### src/rtl/lamp_input_pkg.sv
// Shared types and default timing constants for the lamp input conditioner.
// No logic, no latency, no backpressure.
package lamp_input_pkg;

    typedef enum logic [1:0] {
        IDLE     = 2'd0,
        OCCUPIED = 2'd1,
        HOLD     = 2'd2
    } presence_state_t;

    localparam int unsigned DEF_DEBOUNCE_CYCLES = 50000;
    localparam int unsigned DEF_TIMEOUT_CYCLES  = 500000000;

endpackage

### src/rtl/debounce_sync.sv
// 2-flop synchroniser plus debouncer with registered rise/fall pulses.
// Latency: DEBOUNCE_CYCLES+2 edges from a settled raw level; no backpressure.
module debounce_sync
    import lamp_input_pkg::*;
#(
    parameter int unsigned DEBOUNCE_CYCLES = DEF_DEBOUNCE_CYCLES
) (
    input  logic clk,
    input  logic rst,
    input  logic raw,
    output logic level,
    output logic rise,
    output logic fall
);

    localparam int unsigned CW = $clog2(DEBOUNCE_CYCLES + 1);
    localparam logic [CW-1:0] CNT_LAST = CW'(DEBOUNCE_CYCLES - 1);

    logic          meta_q;
    logic          sync_q;
    logic          level_q, level_d;
    logic          rise_q, rise_d;
    logic          fall_q, fall_d;
    logic [CW-1:0] cnt_q, cnt_d;

    always_ff @(posedge clk or posedge rst) begin
        if (rst) begin
            meta_q <= 1'b0;
            sync_q <= 1'b0;
        end else begin
            meta_q <= raw;
            sync_q <= meta_q;
        end
    end

    // Any edge that agrees with the stable level restarts the count.
    always_comb begin
        level_d = level_q;
        rise_d  = 1'b0;
        fall_d  = 1'b0;
        cnt_d   = '0;
        if (sync_q != level_q) begin
            if (cnt_q == CNT_LAST) begin
                level_d = ~level_q;
                rise_d  = ~level_q;
                fall_d  = level_q;
            end else begin
                cnt_d = cnt_q + CW'(1);
            end
        end
    end

    always_ff @(posedge clk or posedge rst) begin
        if (rst) begin
            level_q <= 1'b0;
            rise_q  <= 1'b0;
            fall_q  <= 1'b0;
            cnt_q   <= '0;
        end else begin
            level_q <= level_d;
            rise_q  <= rise_d;
            fall_q  <= fall_d;
            cnt_q   <= cnt_d;
        end
    end

    assign level = level_q;
    assign rise  = rise_q;
    assign fall  = fall_q;

endmodule

### src/rtl/lamp_input_conditioner.sv
// Conditions buttons and presence sensor into one-cycle lamp commands a/b/c/d.
// Latency: DEBOUNCE_CYCLES+2 edges to a pulse; outputs never stall (no backpressure).
module lamp_input_conditioner
    import lamp_input_pkg::*;
#(
    parameter int unsigned DEBOUNCE_CYCLES = DEF_DEBOUNCE_CYCLES,
    parameter int unsigned TIMEOUT_CYCLES  = DEF_TIMEOUT_CYCLES
) (
    input  logic clk,
    input  logic rst,
    input  logic btn_mode_raw,
    input  logic btn_manual_raw,
    input  logic presence_raw,
    output logic a,
    output logic b,
    output logic c,
    output logic d,
    output logic presence_stable,
    output logic hold_active
);

    localparam int unsigned TW = $clog2(TIMEOUT_CYCLES);
    localparam logic [TW-1:0] TMR_LAST = TW'(TIMEOUT_CYCLES - 1);

    logic            pres_level;
    logic            pres_rise;
    logic            pres_fall;
    logic            unused_mode_level;
    logic            unused_mode_fall;
    logic            unused_manual_level;
    logic            unused_manual_fall;
    presence_state_t state_q;
    logic [TW-1:0]   tmr_q;
    logic            tmr_expired;

    debounce_sync #(.DEBOUNCE_CYCLES(DEBOUNCE_CYCLES)) u_db_mode (
        .clk   (clk),
        .rst   (rst),
        .raw   (btn_mode_raw),
        .level (unused_mode_level),
        .rise  (a),
        .fall  (unused_mode_fall)
    );

    debounce_sync #(.DEBOUNCE_CYCLES(DEBOUNCE_CYCLES)) u_db_manual (
        .clk   (clk),
        .rst   (rst),
        .raw   (btn_manual_raw),
        .level (unused_manual_level),
        .rise  (b),
        .fall  (unused_manual_fall)
    );

    debounce_sync #(.DEBOUNCE_CYCLES(DEBOUNCE_CYCLES)) u_db_presence (
        .clk   (clk),
        .rst   (rst),
        .raw   (presence_raw),
        .level (pres_level),
        .rise  (pres_rise),
        .fall  (pres_fall)
    );

    assign tmr_expired = (tmr_q == TMR_LAST);

    // The FSM consumes the debouncer's registered pulses, so state_q/tmr_q trail
    // the presence flip by one edge; the outputs below decode the transition
    // being taken so that they line up with presence_stable.
    always_ff @(posedge clk or posedge rst) begin
        if (rst) begin
            state_q <= IDLE;
            tmr_q   <= '0;
        end else begin
            unique case (state_q)
                IDLE: begin
                    if (pres_rise) begin
                        state_q <= OCCUPIED;
                    end
                end
                OCCUPIED: begin
                    if (pres_fall) begin
                        state_q <= HOLD;
                        tmr_q   <= '0;
                    end
                end
                HOLD: begin
                    if (pres_rise) begin
                        state_q <= OCCUPIED;
                        tmr_q   <= '0;
                    end else if (tmr_expired) begin
                        state_q <= IDLE;
                        tmr_q   <= '0;
                    end else begin
                        tmr_q <= tmr_q + TW'(1);
                    end
                end
                default: begin
                    state_q <= IDLE;
                    tmr_q   <= '0;
                end
            endcase
        end
    end

    // A rise in HOLD beats a same-edge expiry, so c requires no rise.
    assign d = (state_q == IDLE) && pres_rise;
    assign c = (state_q == HOLD) && !pres_rise && tmr_expired;
    assign hold_active = ((state_q == OCCUPIED) && pres_fall) ||
                         ((state_q == HOLD) && !pres_rise && !tmr_expired);
    assign presence_stable = pres_level;

endmodule

### config.mk
export PLATFORM = sky130hd
export DESIGN_NAME = lamp_input_conditioner
export DESIGN_NICKNAME = d
export VERILOG_FILES = /design/src/rtl/lamp_input_pkg.sv /design/src/rtl/debounce_sync.sv /design/src/rtl/lamp_input_conditioner.sv
export SDC_FILE = /design/constraint.sdc
export NUM_CORES = 1
export LEC_CHECK = 0
export BUFFER_PORTS_ARGS = -buffer_cell sky130_fd_sc_hd__buf_2
export CAP_MARGIN = 20
export CORE_MARGIN = 2
export CORE_UTILIZATION = 55
export CTS_BUF_LIST = sky130_fd_sc_hd__clkbuf_16
export DETAILED_ROUTE_END_ITERATION = 8
export GPL_TIMING_DRIVEN = 1
export PLACE_DENSITY = 0.79
export SETUP_SLACK_MARGIN = 0.3
export SYNTH_ARGS = -nofsm -noshare
export SYNTH_HDL_FRONTEND = slang
export SYNTH_SLANG_ARGS = --single-unit
### constraint.sdc
create_clock -name clk -period 4.5 [get_ports clk]
set_input_delay 0.45 -clock clk [delete_from_list [all_inputs] [get_ports clk]]
set_output_delay 0.45 -clock clk [all_outputs]
set_load 0.05 [all_outputs]
# ---- Word-level counts from Yosys, hierarchy flattened
# Cells that the tools add are included.
dict set report word_totals {
  rom_bits 0
  reg_bits 92
  memories 0
  out_inout_bits 6
  wordCells 75
  in_bits 5
  ramBits 0
  latch_bits 0
}
dict set report op_classes {
  bitwise 4
  mux 23
  n_reduce_logical 14
  n_eq_ne 12
  shift 0
  addsub 4
  order_cmp 0
  multipliers 0
  n_div 0
}
# operator count
set op_table {}
lappend op_table {{$mux 16} 6}
lappend op_table {{$mux 29} 3}
lappend op_table {{$pmux 29 s3} 1}
lappend op_table {{$add 16x1->16 const B} 3}
lappend op_table {{$eq 16x16->1 const B} 3}
lappend op_table {{$add 29x1->29 const B} 1}
lappend op_table {{$eq 29x29->1 const B} 1}
lappend op_table {{$mux 1} 8}
lappend op_table {{$mux 2} 4}
lappend op_table {{$reduce_and 2->1} 4}
lappend op_table {{$pmux 2 s3} 1}
lappend op_table {{$logic_and 1x1->1} 5}
lappend op_table {{$ne 2x1->1 const B} 2}
lappend op_table {{$not 1->1} 4}
lappend op_table {{$ne 1x1->1} 3}
lappend op_table {{$ne 3x2->1 const B} 1}
lappend op_table {{$reduce_and 3->1} 1}
lappend op_table {{$eq 2x1->1 const B} 1}
lappend op_table {{$eq 2x2->1 const B} 1}
lappend op_table {{$logic_not 1->1} 2}
lappend op_table {{$logic_not 2->1} 1}
lappend op_table {{$logic_or 1x1->1} 1}

# ---- Depth between registers and ports, before layout
dict set report logic_depth {
  depth_word 4
  mapped_depth 7
  depth_no_buf 6
}

# ---- By module
# From an unflattened synthesis, not the netlist that was laid out.
dict set report hier_totals {
  hier_cells 447
  hier_area_um2 4689.5
}
# mod area_per_inst_um2 cells_per_inst seq_area_each_um2 n_inst
set by_module_without_submodules {}
lappend by_module_without_submodules {debounce_sync 973.4 89 525.5 3}
lappend by_module_without_submodules {lamp_input_conditioner 1769.2 180 775.7 1}

# ---- Worst setup path after synthesis
# OpenSTA, ideal clock, no wires.
dict set report synth_timing {
  path_kind {register to output}
  from {reg tmr_q[25]}
  to {out c}
  required_ns 4.050
  path_slack_ns 2.347
  path_stages_with_launch 5
  t_arrival_ns 1.703
  n_path_buf 0
  cell_sequence {dfrtp_1 -> nor4b_1 -> and3_1 -> nand4_1 -> nor2_1}
}
dict set report synth_between {
  elab_chain_cells 2
}
# item line_no
set synth_rtl {}
lappend synth_rtl {{from (decl)} lamp_input_conditioner.sv:33} ;# logic [TW-1:0] tmr_q;
lappend synth_rtl {{from (signal assigned)} lamp_input_conditioner.sv:93} ;# tmr_q <= tmr_q + TW'(1);
lappend synth_rtl {{$eq 29x29->1} lamp_input_conditioner.sv:63} ;# assign tmr_expired = (tmr_q == TMR_LAST);
lappend synth_rtl {{$logic_and 1x1->1} lamp_input_conditioner.sv:106} ;# assign c = (state_q == HOLD) && !pres_rise && tmr_expired;
lappend synth_rtl {{to (decl)} lamp_input_conditioner.sv:16} ;# output logic c,
# Every way passes these cells.

# ---- Worst setup path in the final report
dict set report layout_timing {
  from {reg tmr_q[25]}
  to {out hold_active}
}
dict set report layout_between {
  elab_chain_cells 4
}
# item line_no
set layout_rtl {}
lappend layout_rtl {{$eq 29x29->1} lamp_input_conditioner.sv:63}
lappend layout_rtl {{$logic_not 1->1} lamp_input_conditioner.sv:108} ;# ((state_q == HOLD) && !pres_rise && !tmr_expired);
lappend layout_rtl {{$logic_and 1x1->1} lamp_input_conditioner.sv:108}
lappend layout_rtl {{$logic_or 1x1->1} lamp_input_conditioner.sv:107} ;# assign hold_active = ((state_q == OCCUPIED) && pres_fall) ||
lappend layout_rtl {{to (decl)} lamp_input_conditioner.sv:19} ;# output logic hold_active
# Every way passes these cells.

==> run metrics <==
status finished, final reports clean; Clock Skew between 9 and 10 ps; Mean Syn Cell Area around 10 um2; initial core utilization ~56%; Reg area around 2300 um2; CTS tree done; final worst setup slack approximately 2000 ps; post-synth top area share ~54%; Clock Pin Slew Worst Setup and Hold Paths approximately 60 ps; Yosys cell types 31; DRC 0; Pleak around 2.1 nW; Critical Path AT ~2000 ps; CP peak stage delay slightly above 400 ps; die area around 8500 um2; global-route wire length before repair 13080 um; post-route minimum period between 2000 and 2500 ps; Synthesized Nets roughly 430; worst path bufs/invs 1; Area Growth Syn to Fin 9.653%; post-layout util approximately three fifths; GRT overflow 0; Clock Tree Root clkbuf_16; postcts setup bufs 0; FILL cells roughly 600; Mapped Area approximately 4300 um2; fin. max-slew vios 0; Seq cells post-synth 92; H-Tree Depth 3; FMAX 0.4013 GHz; placed insts between 500 and 600; RSZ-0062 raised after global routing false; final setup vio count 0; dpl ws around 2400 ps; crit-path leading delay family simple AND/OR/NAND/NOR gates; initial antenna violation count 0; Clk pwr share 44.8%; sequential share of the synthesized area between 50 and 60%; Final Cycle Share a little under three fifths; MaxCap Viol Count 0; R2R Path Start tmr_q[25]$_DFFE_PP0P_; setup_tns 0 ps; Final Hold Viols 0; Antenna Nets Post-Route 0; top-count cell post-synth dfrtp_1; area of the core 7647 um2; share of cells above drive strength 1 under 10%; post_cts resized 0; placed instance area 4423 um2; vias in the first global route 2915; Rel. slew slack 52.25%; WL final between 7000 and 8000 um; Yosys warnings 0; flop2flop setup slack 2440 ps; Critical Path Start Type flop; Slew @ Worst Pin between 700 and 800 ps; Post-synth top cells 92 x dfrtp_1, 91 x nor2_1, 37 x xor2_1, 33 x xnor2_1, 31 x nand2_1; Comb pwr share about 2.2%; Slowest-stage cell, CP dfrtp_1; area of the multi-input gates between 1500 and 2000 um2; Yosys top cell by area dfrtp_1; Reg power frac roughly 53%; largest net degree at the start of global routing 50; CTS Buf Count 9; Psw ~320 uW; site row count 32; top_reg_cell synth dfrtp_1; GRT Util Overall between 10% and 20%; non-filler cells, final 540; Post-CTS Hold Fix Bufs 0; DRT Pass-1 Iters 4; total power about 1.6 mW; Worst setup endpoint hold_active; Hold Crit Class input pin to asynchronous set/reset pin; internal power 1.267 mW; CP endpoint kind output pin; cells on worst reg2reg path 5; clock latency on the worst-skew pair ~340 ps; Die H approximately 92 um; design area roughly 4700 um2; Data required, critical path 4050 ps; via/cell ratio approximately 5.4; wire per inst approximately 13 um; hpwl dp a little under 5000 um; Placer Congestion 0.8325; Levels on crit path 6; I/O Buffers 10; Cell Chain, Critical Path nor4b_1, and3_1, nand4_1, nand3_1, o21ai_0, buf_2; IO Count 11; Worst Setup SP tmr_q[25]$_DFFE_PP0P_; Peak VDD IR 190.3 uV; reg2reg end tmr_q[11]$_DFFE_PP0P_; # clock sinks 92; # diodes 0; EDFF count, synth 0; Async SR Flop Fraction 100.0%; switch share around a fifth; Min Hold Slack 205.2 ps; critical path type flop to output pin; cell count after synthesis 423; fin nets roughly 440; Clock Path Buffers 2; Vias between 2000 and 3000; Pwr Density roughly 340 nW/um2; Die X ~92 um; Worst Path Max Fanout 4; top cells by area, synth dfrtp_1 54%, nor2_1 8.0%, xor2_1 7.6%; DRT iter0 DRCs between 150 and 200
cell families after synthesis:
| group | count (synthesis) | synth area share [%] |
|---|---|---|
| fa+ha+maj | 4 | 1.167 |
| xor+xnor | 70 | 14.29 |
| compound gates | 10 | 1.691 |
| simple gates | 224 | 26.19 |
| mux | 4 | 1.050 |
| buf+inv | 19 | 1.954 |
| flops | 92 | 53.66 |
sequential cells by signal (all words and copies together), names as in the netlist, 2 cells and up:
register	count
tmr_q	29
u_db_manual.cnt_q	16
u_db_mode.cnt_q	16
u_db_presence.cnt_q	16
state_q	2
metal layers:
metal	vias up	part of all wire, %	GRT usage (%)
met5	-	0	0
met4	0	0.74	5.348
met3	9	3.2	4.231
met2	35	47	30.84
met1	1424	49	26.40
li1	1444	-	-
power by group through the flow:
| stage | combinational, mW | clock (mW) | sequential [mW] |
|---|---|---|---|
| 5_1_grt | 0.0417 | 0.764 | 0.843 |
| 6_report | 0.0349 | 0.713 | 0.843 |
| 4_1_cts | 0.0366 | 0.727 | 0.843 |
| 3_3_place_gp | 0.0357 | 0 | 0.857 |
| 2_1_floorplan | 0.0273 | 0 | 0.856 |
| 3_5_place_dp | 0.0362 | 0 | 0.858 |
layout by cell type (no fill, tap or decap), drive strengths merged:
cell type	instances
nor2	92
nor4b	4
a21oi	3
ha	4
inv	7
dfrtp	92
bufinv	1
nor4	5
and4	4
clkinv	6
nor4bb	1
nand4	20
buf	11
nor3	13
and3	17
nand2	31
xor2	37
or3	1
xnor2	33
nand3	28
o21ai	7
nor3b	6
clkbuf	9
mux2	4
and2	1
nor2b	1
cell type report:
type	instances	share of cell area (%)
clock buffers	9	4.787
well taps	102	2.713
flip-flops and latches	92	48.94
clock inverters	6	1.197
multi-input cells	312	40.48
inverters	8	0.6649
repair buffers	11	1.223
worst min path at each step:
stage,from,endpoint
floorplan,u_db_manual.meta_q$_DFF_PP0_,u_db_manual.sync_q$_DFF_PP0_
global placement,u_db_presence.meta_q$_DFF_PP0_,u_db_presence.sync_q$_DFF_PP0_
detailed placement,u_db_presence.meta_q$_DFF_PP0_,u_db_presence.sync_q$_DFF_PP0_
CTS,btn_mode_raw,u_db_mode.meta_q$_DFF_PP0_
global route,btn_mode_raw,u_db_mode.meta_q$_DFF_PP0_
finish,rst,u_db_mode.cnt_q[15]$_DFF_PP0_
(Power assumes the default switching activity.)
